[src/rtl/gate_test_sequencer.sv]
// gate_test_sequencer: applies the four {B,A} vectors to a 2-input gate, waits
// SETTLE_CYCLES per vector, samples X and checks it against EXPECT_TT[{B,A}].
// Ports: clk (rising edge), rst_n (async active-low), start (run request, IDLE only),
//   x (gate output), a/b (registered gate inputs), busy (run in progress),
//   done (1-cycle completion pulse), pass (last run clean), err_cnt (mismatches 0..4),
//   fail_map (bit i set when vector {B,A}=i mismatched).
module gate_test_sequencer #(
   parameter int unsigned SETTLE_CYCLES = 4,
   parameter logic [3:0]  EXPECT_TT     = 4'b1000
) (
   input  logic       clk,
   input  logic       rst_n,
   input  logic       start,
   input  logic       x,
   output logic       a,
   output logic       b,
   output logic       busy,
   output logic       done,
   output logic       pass,
   output logic [2:0] err_cnt,
   output logic [3:0] fail_map
);
   typedef enum logic [1:0] {IDLE, SETTLE, SAMPLE} state_t;
   localparam logic [7:0] CNT_END = 8'(SETTLE_CYCLES - 1);
   state_t state, state_nxt;
   logic [1:0] idx;
   logic [7:0] cnt;
   logic miss, last;
   assign miss = x != EXPECT_TT[idx];
   assign last = idx == 2'd3;
   assign busy = state != IDLE;
   always_ff @(posedge clk or negedge rst_n)
      if (!rst_n) state <= IDLE;
      else state <= state_nxt;
   always_comb
      state_nxt = state == IDLE   ? (start ? SETTLE : IDLE) :
                  state == SETTLE ? (cnt == CNT_END ? SAMPLE : SETTLE) :
                  (last ? IDLE : SETTLE);
   // idx wraps 3 -> 0 on the last sample, so {b,a} <= idx+1 also parks the gate at 00
   always_ff @(posedge clk or negedge rst_n)
      if (!rst_n) begin
         {b, a}   <= 2'b00;
         idx      <= 2'd0;
         cnt      <= 8'd0;
         done     <= 1'b0;
         pass     <= 1'b0;
         err_cnt  <= 3'd0;
         fail_map <= 4'd0;
      end else begin
         done <= 1'b0;
         case (state)
            IDLE:
               if (start) begin
                  {b, a}   <= 2'b00;
                  idx      <= 2'd0;
                  cnt      <= 8'd0;
                  pass     <= 1'b0;
                  err_cnt  <= 3'd0;
                  fail_map <= 4'd0;
               end
            SETTLE: cnt <= cnt + 8'd1;
            SAMPLE: begin
               err_cnt  <= err_cnt + 3'(miss);
               fail_map <= fail_map | (4'(miss) << idx);
               idx      <= idx + 2'd1;
               {b, a}   <= idx + 2'd1;
               cnt      <= 8'd0;
               if (last) begin
                  done <= 1'b1;
                  pass <= err_cnt == 3'd0 && !miss;
               end
            end
            default: ;
         endcase
      end
endmodule

[config.mk]
export PLATFORM = sky130hd
export DESIGN_NAME = gate_test_sequencer
export DESIGN_NICKNAME = d
export VERILOG_FILES = /design/src/rtl/gate_test_sequencer.sv
export SDC_FILE = /design/constraint.sdc
export NUM_CORES = 1
export LEC_CHECK = 0
export CAP_MARGIN = 25
export CORE_MARGIN = 3
export CORE_UTILIZATION = 57
export DETAILED_ROUTE_END_ITERATION = 7
export HOLD_SLACK_MARGIN = 0.06
export PLACE_DENSITY = 0.93
export SLEW_MARGIN = 10
export SYNTH_ARGS = -nofsm -noshare
export SYNTH_HDL_FRONTEND = slang
export SYNTH_SLANG_ARGS = --single-unit
export TNS_END_PERCENT = 30
[constraint.sdc]
create_clock -name clk -period 3.17 [get_ports clk]
set_input_delay 0.4755 -clock clk [delete_from_list [all_inputs] [get_ports clk]]
set_output_delay 0.4755 -clock clk [all_outputs]
set_load 0.02 [all_outputs]
==> impl_metrics.env, run 1 <==
export IMPL_end_kind="output pin"
export IMPL_utilization=0.726
export IMPL_max_stage_delay_ns=0.78
export IMPL_fin_cells=148
export IMPL_peakVddDrop_mv=0.360
export IMPL_grtUsageTotal=0.216
export IMPL_wl_per_cell_um=16.7
export IMPL_synth_top_area_frac=0.460
export IMPL_port_buffers=15
export IMPL_numCtsBuffers=3
export IMPL_crit_path_max_fanout=24
export IMPL_p_leak_uw=0.000551
export IMPL_fin_crit_ns=2.40
export IMPL_nets=132
export IMPL_avgSynthCellArea_um2=10.5
export IMPL_crit_buf_inv=1
export IMPL_gp_congestion=0.826
export IMPL_num_vias=945
export IMPL_fmax_mhz=417
export IMPL_rsz0062_at_grt="no"
export IMPL_grt_pass1_vias=922
export IMPL_cts_tree="built"
export IMPL_layout_common_cells="dfrtp_1 (21), clkdlybuf4s50_1 (15), nand2_1 (8), o21ai_0 (7), a22o_1 (7)"
export IMPL_critical_path_top_delay_family="flip-flops"
export IMPL_placement_rows=15
export IMPL_clockBufferDepth=2
export IMPL_drive_gt1_frac=0.0732
export IMPL_mostFrequentLayoutCell="dfrtp_1"
export IMPL_ys_ff_latch=21
export IMPL_worst_endpoint_required_ns=2.69
export IMPL_maxCapViolCount=0
export IMPL_ant_nets=0
export IMPL_grt_first_pass_wirelength_um=4240
export IMPL_synth_distinct_cells=36
export IMPL_drt_iter0_drc=36
export IMPL_critPathLaunchType="register"
export IMPL_dp_hpwl_um=1760
export IMPL_cellPowerDensity_mw_per_mm2=706
export IMPL_fp_coreArea_mm2=0.00180
export IMPL_crit_path_cell_trace="or2_2, clkdlybuf4s50_1"
export IMPL_via_per_inst=6.39
export IMPL_timing_setup_tns_ns=0
export IMPL_ys_seq_area_frac=0.460
export IMPL_synthesis_area_mm2=0.00114
export IMPL_crit_type="register to output pin"
export IMPL_die_area_mm2=0.00258
export IMPL_routed_wl_um=2470
export IMPL_ctsResizeCount=0
export IMPL_yosysWarnings=0
export IMPL_worst_slew_pin_slew_ns=0.908
export IMPL_ys_async_sr_fraction=1.00
export IMPL_yosys_top_cells_area="dfrtp_1 (46%), a22o_1 (5.4%), ha_1 (4.4%)"
export IMPL_synth_flop_cell="dfrtp_1"
export IMPL_drtPass1Iterations=5
export IMPL_cts_setup_buffers=0
export IMPL_syn_to_final_growth_pct=14.5
export IMPL_n_antenna_cell=0
export IMPL_gr_total_overflow=0
export IMPL_max_slew_margin=0.393
export IMPL_initial_utilization=0.634
export IMPL_clk_latency_ns=0.30
export IMPL_worst_path_max_delay_cell="dfrtp_1"
export IMPL_clkTransAtPathRegs_ns=0.12
export IMPL_synth_top_cell_by_area="dfrtp_1"
export IMPL_finalHoldViolCount=0
export IMPL_synth_fp_nets=117
export IMPL_postSynthCellCount=109
export IMPL_synth_edf_count=0
export IMPL_holdBufCountCts=0
export IMPL_die_w_um=50.8
export IMPL_outcome="complete, no violations"
export IMPL_grt_max_degree=25
export IMPL_setup_viol=0
export IMPL_post_route_period_util=0.757
export IMPL_dp_cells=144
export IMPL_slew_viol_final=0
export IMPL_worstPathArrival_ns=1.92
export IMPL_io_pin_count=16
export IMPL_h_tree_depth=1
export IMPL_cts_root_buf="clkbuf_4"
export IMPL_hp_class="register to register"
export IMPL_clock_skew_ns=0.00404
export IMPL_clock_sinks=21
export IMPL_antenna_found_initial=0
export IMPL_drc_errors=0
export IMPL_die_h_um=50.8
[per-layer routing]
metal,vias to the layer above,wire length [um],GRT usage
met3,6,113,0.0356
met2,35,1240,0.363
met5,-,0,0
met1,465,1060,0.275
li1,439,-,-
met4,0,47,0.0897
[sequential cells by signal, indices dropped and copies added (netlist names)]
signal,flops
err_cnt,3
b,1
cnt,8
state,2
fail_map,4
done,1
a,1
pass,1
[worst paths after layout]
check	end	startpoint	depth (start not counted)	slack (ns)
min	fail_map[0]	fail_map[0]	1	0.52
min in group asynchronous	cnt[3]	rst_n	1	0.67
max reg2reg	cnt[7]	state[0]	3	1.43
max	busy	state[0]	2	0.77
max in group asynchronous	pass	rst_n	1	1.95
min reg2reg	fail_map[0]	fail_map[0]	1	0.52
[cells by family after synthesis]
| group | Yosys count | share of synthesized area |
|---|---|---|
| compound gates | 32 | 0.214 |
| xor+xnor | 3 | 0.0230 |
| fa+ha+maj | 4 | 0.0438 |
| buf+inv | 9 | 0.0515 |
| flops | 21 | 0.460 |
| mux | 3 | 0.0263 |
| simple gates | 37 | 0.182 |
[cell type report]
class	instances	area (um2)
tap	25	31.3
sequential	21	526
clock buffer	3	22.5
clock inverter	1	5.00
timing repair buffer	15	150
inverter	4	15.0
fill	124	494
multi-input combinational	79	558
[power breakdown]
group / internal (uW) / switching, uW / leakage, uW / total, uW
registers: 329 / 118 / 0.000282 / 447
clock network: 47.0 / 83.9 / 0.0000177 / 131
logic: 172 / 174 / 0.000251 / 346
[synth_stat cells (2+ instances only)]
cell        n
mux2i_1     3
nor4_1      2
ha_1        4
nor3_1      3
buf_6       3
o2bb2ai_1   2
o21ai_1     2
o22ai_1     2
o311ai_0    2
and2_1      2
nand2_1     8
nand2b_1    3
o41a_1      2
nor2_1      4
inv_1       4
o211ai_1    2
buf_2       2
dfrtp_1    21
o21ai_0     7
xnor2_1     2
or2_2       2
nand3_1     4
nor2b_1     2
a22o_1      7
or3b_1      3
[metrics by stage]
| step | total power [uW] | hold WS [ns] | worst slack (ns) | area, um2 |
|---|---|---|---|---|
| finish | 923 | 0.517 | 0.771 | 1310 |
| global route | 982 | 0.548 | 0.666 | 1310 |
| CTS | 920 | 0.524 | 0.779 | 1310 |
| detailed placement | 792 | 0.499 | 1.14 | 1280 |
| global placement | 765 | 0.484 | 1.20 | 1280 |
| floorplan | 686 | 0.180 | 1.53 | 1140 |
Power figures use the tool's default switching activity.
==> run 2: changes to the inputs <==
Settings changed: CORE_UTILIZATION 57 to 48, PLACE_DENSITY 0.93 to 0.84.
Clock period 3.17 ns to 2.2 ns, I/O delays scaled along.
==> impl_metrics.env, run 2 (same netlist as run 1, synthesis figures left out) <==
export IMPL_utilization=0.597
export IMPL_max_stage_delay_ns=0.56
export IMPL_drc_errors=0
export IMPL_cts_tree="built"
export IMPL_slew_viol_final=0
export IMPL_final_area_mm2=0.00133
export IMPL_clockPowerShare=0.135
export IMPL_outcome="complete, no violations"
export IMPL_gr_total_overflow=0
export IMPL_port_buffers=15
export IMPL_worstPathArrival_ns=1.56
export IMPL_fillers=204
export IMPL_clkTransAtPathRegs_ns=0.12
export IMPL_drtPass1Iterations=4
export IMPL_numCtsBuffers=3
export IMPL_n_antenna_cell=0
export IMPL_finalHoldViolCount=0
export IMPL_p_sw_uw=530
export IMPL_io_pin_count=16
export IMPL_die_area_mm2=0.00300
export IMPL_via_per_inst=5.93
export IMPL_whs_ns=0.362
export IMPL_busiest_layer="met2"
export IMPL_hp_class="input pin to asynchronous set/reset pin"
export IMPL_clockBufferDepth=2
export IMPL_clk_latency_ns=0.30
export IMPL_nets=135
export IMPL_cts_root_buf="clkbuf_4"
export IMPL_max_slew_margin=0.720
export IMPL_ant_nets=0
export IMPL_drive_gt1_frac=0.0873
export IMPL_reg_largest_list="cnt x8, fail_map x4, err_cnt x3"
export IMPL_holdBufCountCts=0
export IMPL_setup_viol=0
export IMPL_num_vias=913
export IMPL_grt_first_pass_wirelength_um=4070
export IMPL_swShare=0.395
export IMPL_worst_slew_pin_slew_ns=0.419
export IMPL_p_leak_uw=0.000563
export IMPL_largest_register="cnt"
export IMPL_crit_path_max_fanout=2
export IMPL_wl_per_cell_um=15.7
export IMPL_largest_reg_flops=8
export IMPL_use_met2=0.327
export IMPL_ctsResizeCount=0
export IMPL_antenna_found_initial=0
export IMPL_worst_endpoint_required_ns=1.87
export IMPL_met3_usage=0.0354
export IMPL_drt_iter0_drc=17
export IMPL_critPathLaunchType="register"
export IMPL_timing_setup_tns_ns=0
export IMPL_clock_skew_ns=0.00698
export IMPL_use_met1=0.239
export IMPL_p_comb_frac=0.431
export IMPL_initial_utilization=0.511
export IMPL_post_route_period_util=0.861
export IMPL_syn_to_final_growth_pct=16.6
export IMPL_peakVddDrop_mv=0.762
export IMPL_gp_congestion=0.837
export IMPL_routed_wl_um=2420
export IMPL_fmax_mhz=528
export IMPL_grt_pass1_vias=900
export IMPL_crit_type="register to output pin"
export IMPL_crit_path_cell_trace="or2_2, clkdlybuf4s50_1"
export IMPL_seq_power_share=0.435
export IMPL_dp_hpwl_um=1740
export IMPL_clock_sinks=21
export IMPL_grtUsageTotal=0.187
export IMPL_maxCapViolCount=0
export IMPL_fin_crit_ns=1.89
export IMPL_layout_common_cells="dfrtp_1 (21), clkdlybuf4s50_1 (15), nand2_1 (8), o21ai_0 (7), a22o_1 (7)"
export IMPL_h_tree_depth=1
export IMPL_mostFrequentLayoutCell="dfrtp_1"
export IMPL_rsz0062_at_grt="no"
export IMPL_fp_coreArea_mm2=0.00223
export IMPL_end_kind="output pin"
export IMPL_die_h_um=54.8
export IMPL_place_area_mm2=0.00131
export IMPL_p_int_uw=813
export IMPL_cellPowerDensity_mw_per_mm2=1010
export IMPL_worst_path_max_delay_cell="clkdlybuf4s50_1"
export IMPL_cts_setup_buffers=0
export IMPL_die_w_um=54.8
export IMPL_placement_rows=17
export IMPL_grt_max_degree=24
run 2: final timing paths:
kind	start	end	slack [ns]	cells past startpoint
max in group asynchronous	rst_n	cnt[2]	1.62	2
worst max register to register	a	err_cnt[1]	0.53	5
worst min-delay path	rst_n	err_cnt[1]	0.36	2
worst min register to register	fail_map[1]	fail_map[1]	0.53	1
min in group clk	fail_map[1]	fail_map[1]	0.53	1
worst max-delay path	state[0]	busy	0.31	2
run 2: per-layer routing:
metal	wire [um]	share of wire
met1	1100	0.45
met2	1200	0.50
met3	105	0.043
met4	12	0.0050
met5	0	0
run 2: power groups by stage:
stage / registers (uW) / clock network (uW) / logic, uW
detailed placement: 589 / 0 / 575
global placement: 579 / 0 / 553
finish: 584 / 181 / 578
CTS: 581 / 189 / 578
floorplan: 614 / 0 / 375
global route: 601 / 210 / 638
run 2: per-stage QoR:
| step | setup WS (ns) | std cells | total power, uW |
|---|---|---|---|
| after floorplan | 0.562 | 109 | 989 |
| after global placement | 0.476 | 150 | 1130 |
| after detailed placement | 0.402 | 150 | 1160 |
| after CTS | 0.286 | 154 | 1350 |
| after global routing | 0.245 | 154 | 1450 |
| final | 0.306 | 154 | 1340 |
run 2: cell type report:
| class | count | area (um2) | share of cell area |
|---|---|---|---|
| Tap cell | 28 | 35.0 | 0.0263 |
| Multi-Input combinational cell | 79 | 558 | 0.419 |
| Timing Repair Buffer | 18 | 173 | 0.130 |
| Inverter | 4 | 15.0 | 0.0113 |
| Sequential cell | 21 | 526 | 0.394 |
| Clock buffer | 4 | 26.3 | 0.0197 |
run 2: critical path, delay by kind of cell (launching register included):
kind / cells / cell delay, ns
simple gates: 1 / 0.31
flops: 1 / 0.40
buf+inv: 1 / 0.56
==> run 3: changes to the inputs <==
Settings changed: SETUP_SLACK_MARGIN set to 0.2.
==> results of run 3 <==
Final layout, timing and power as in run 2 (identical DEF).
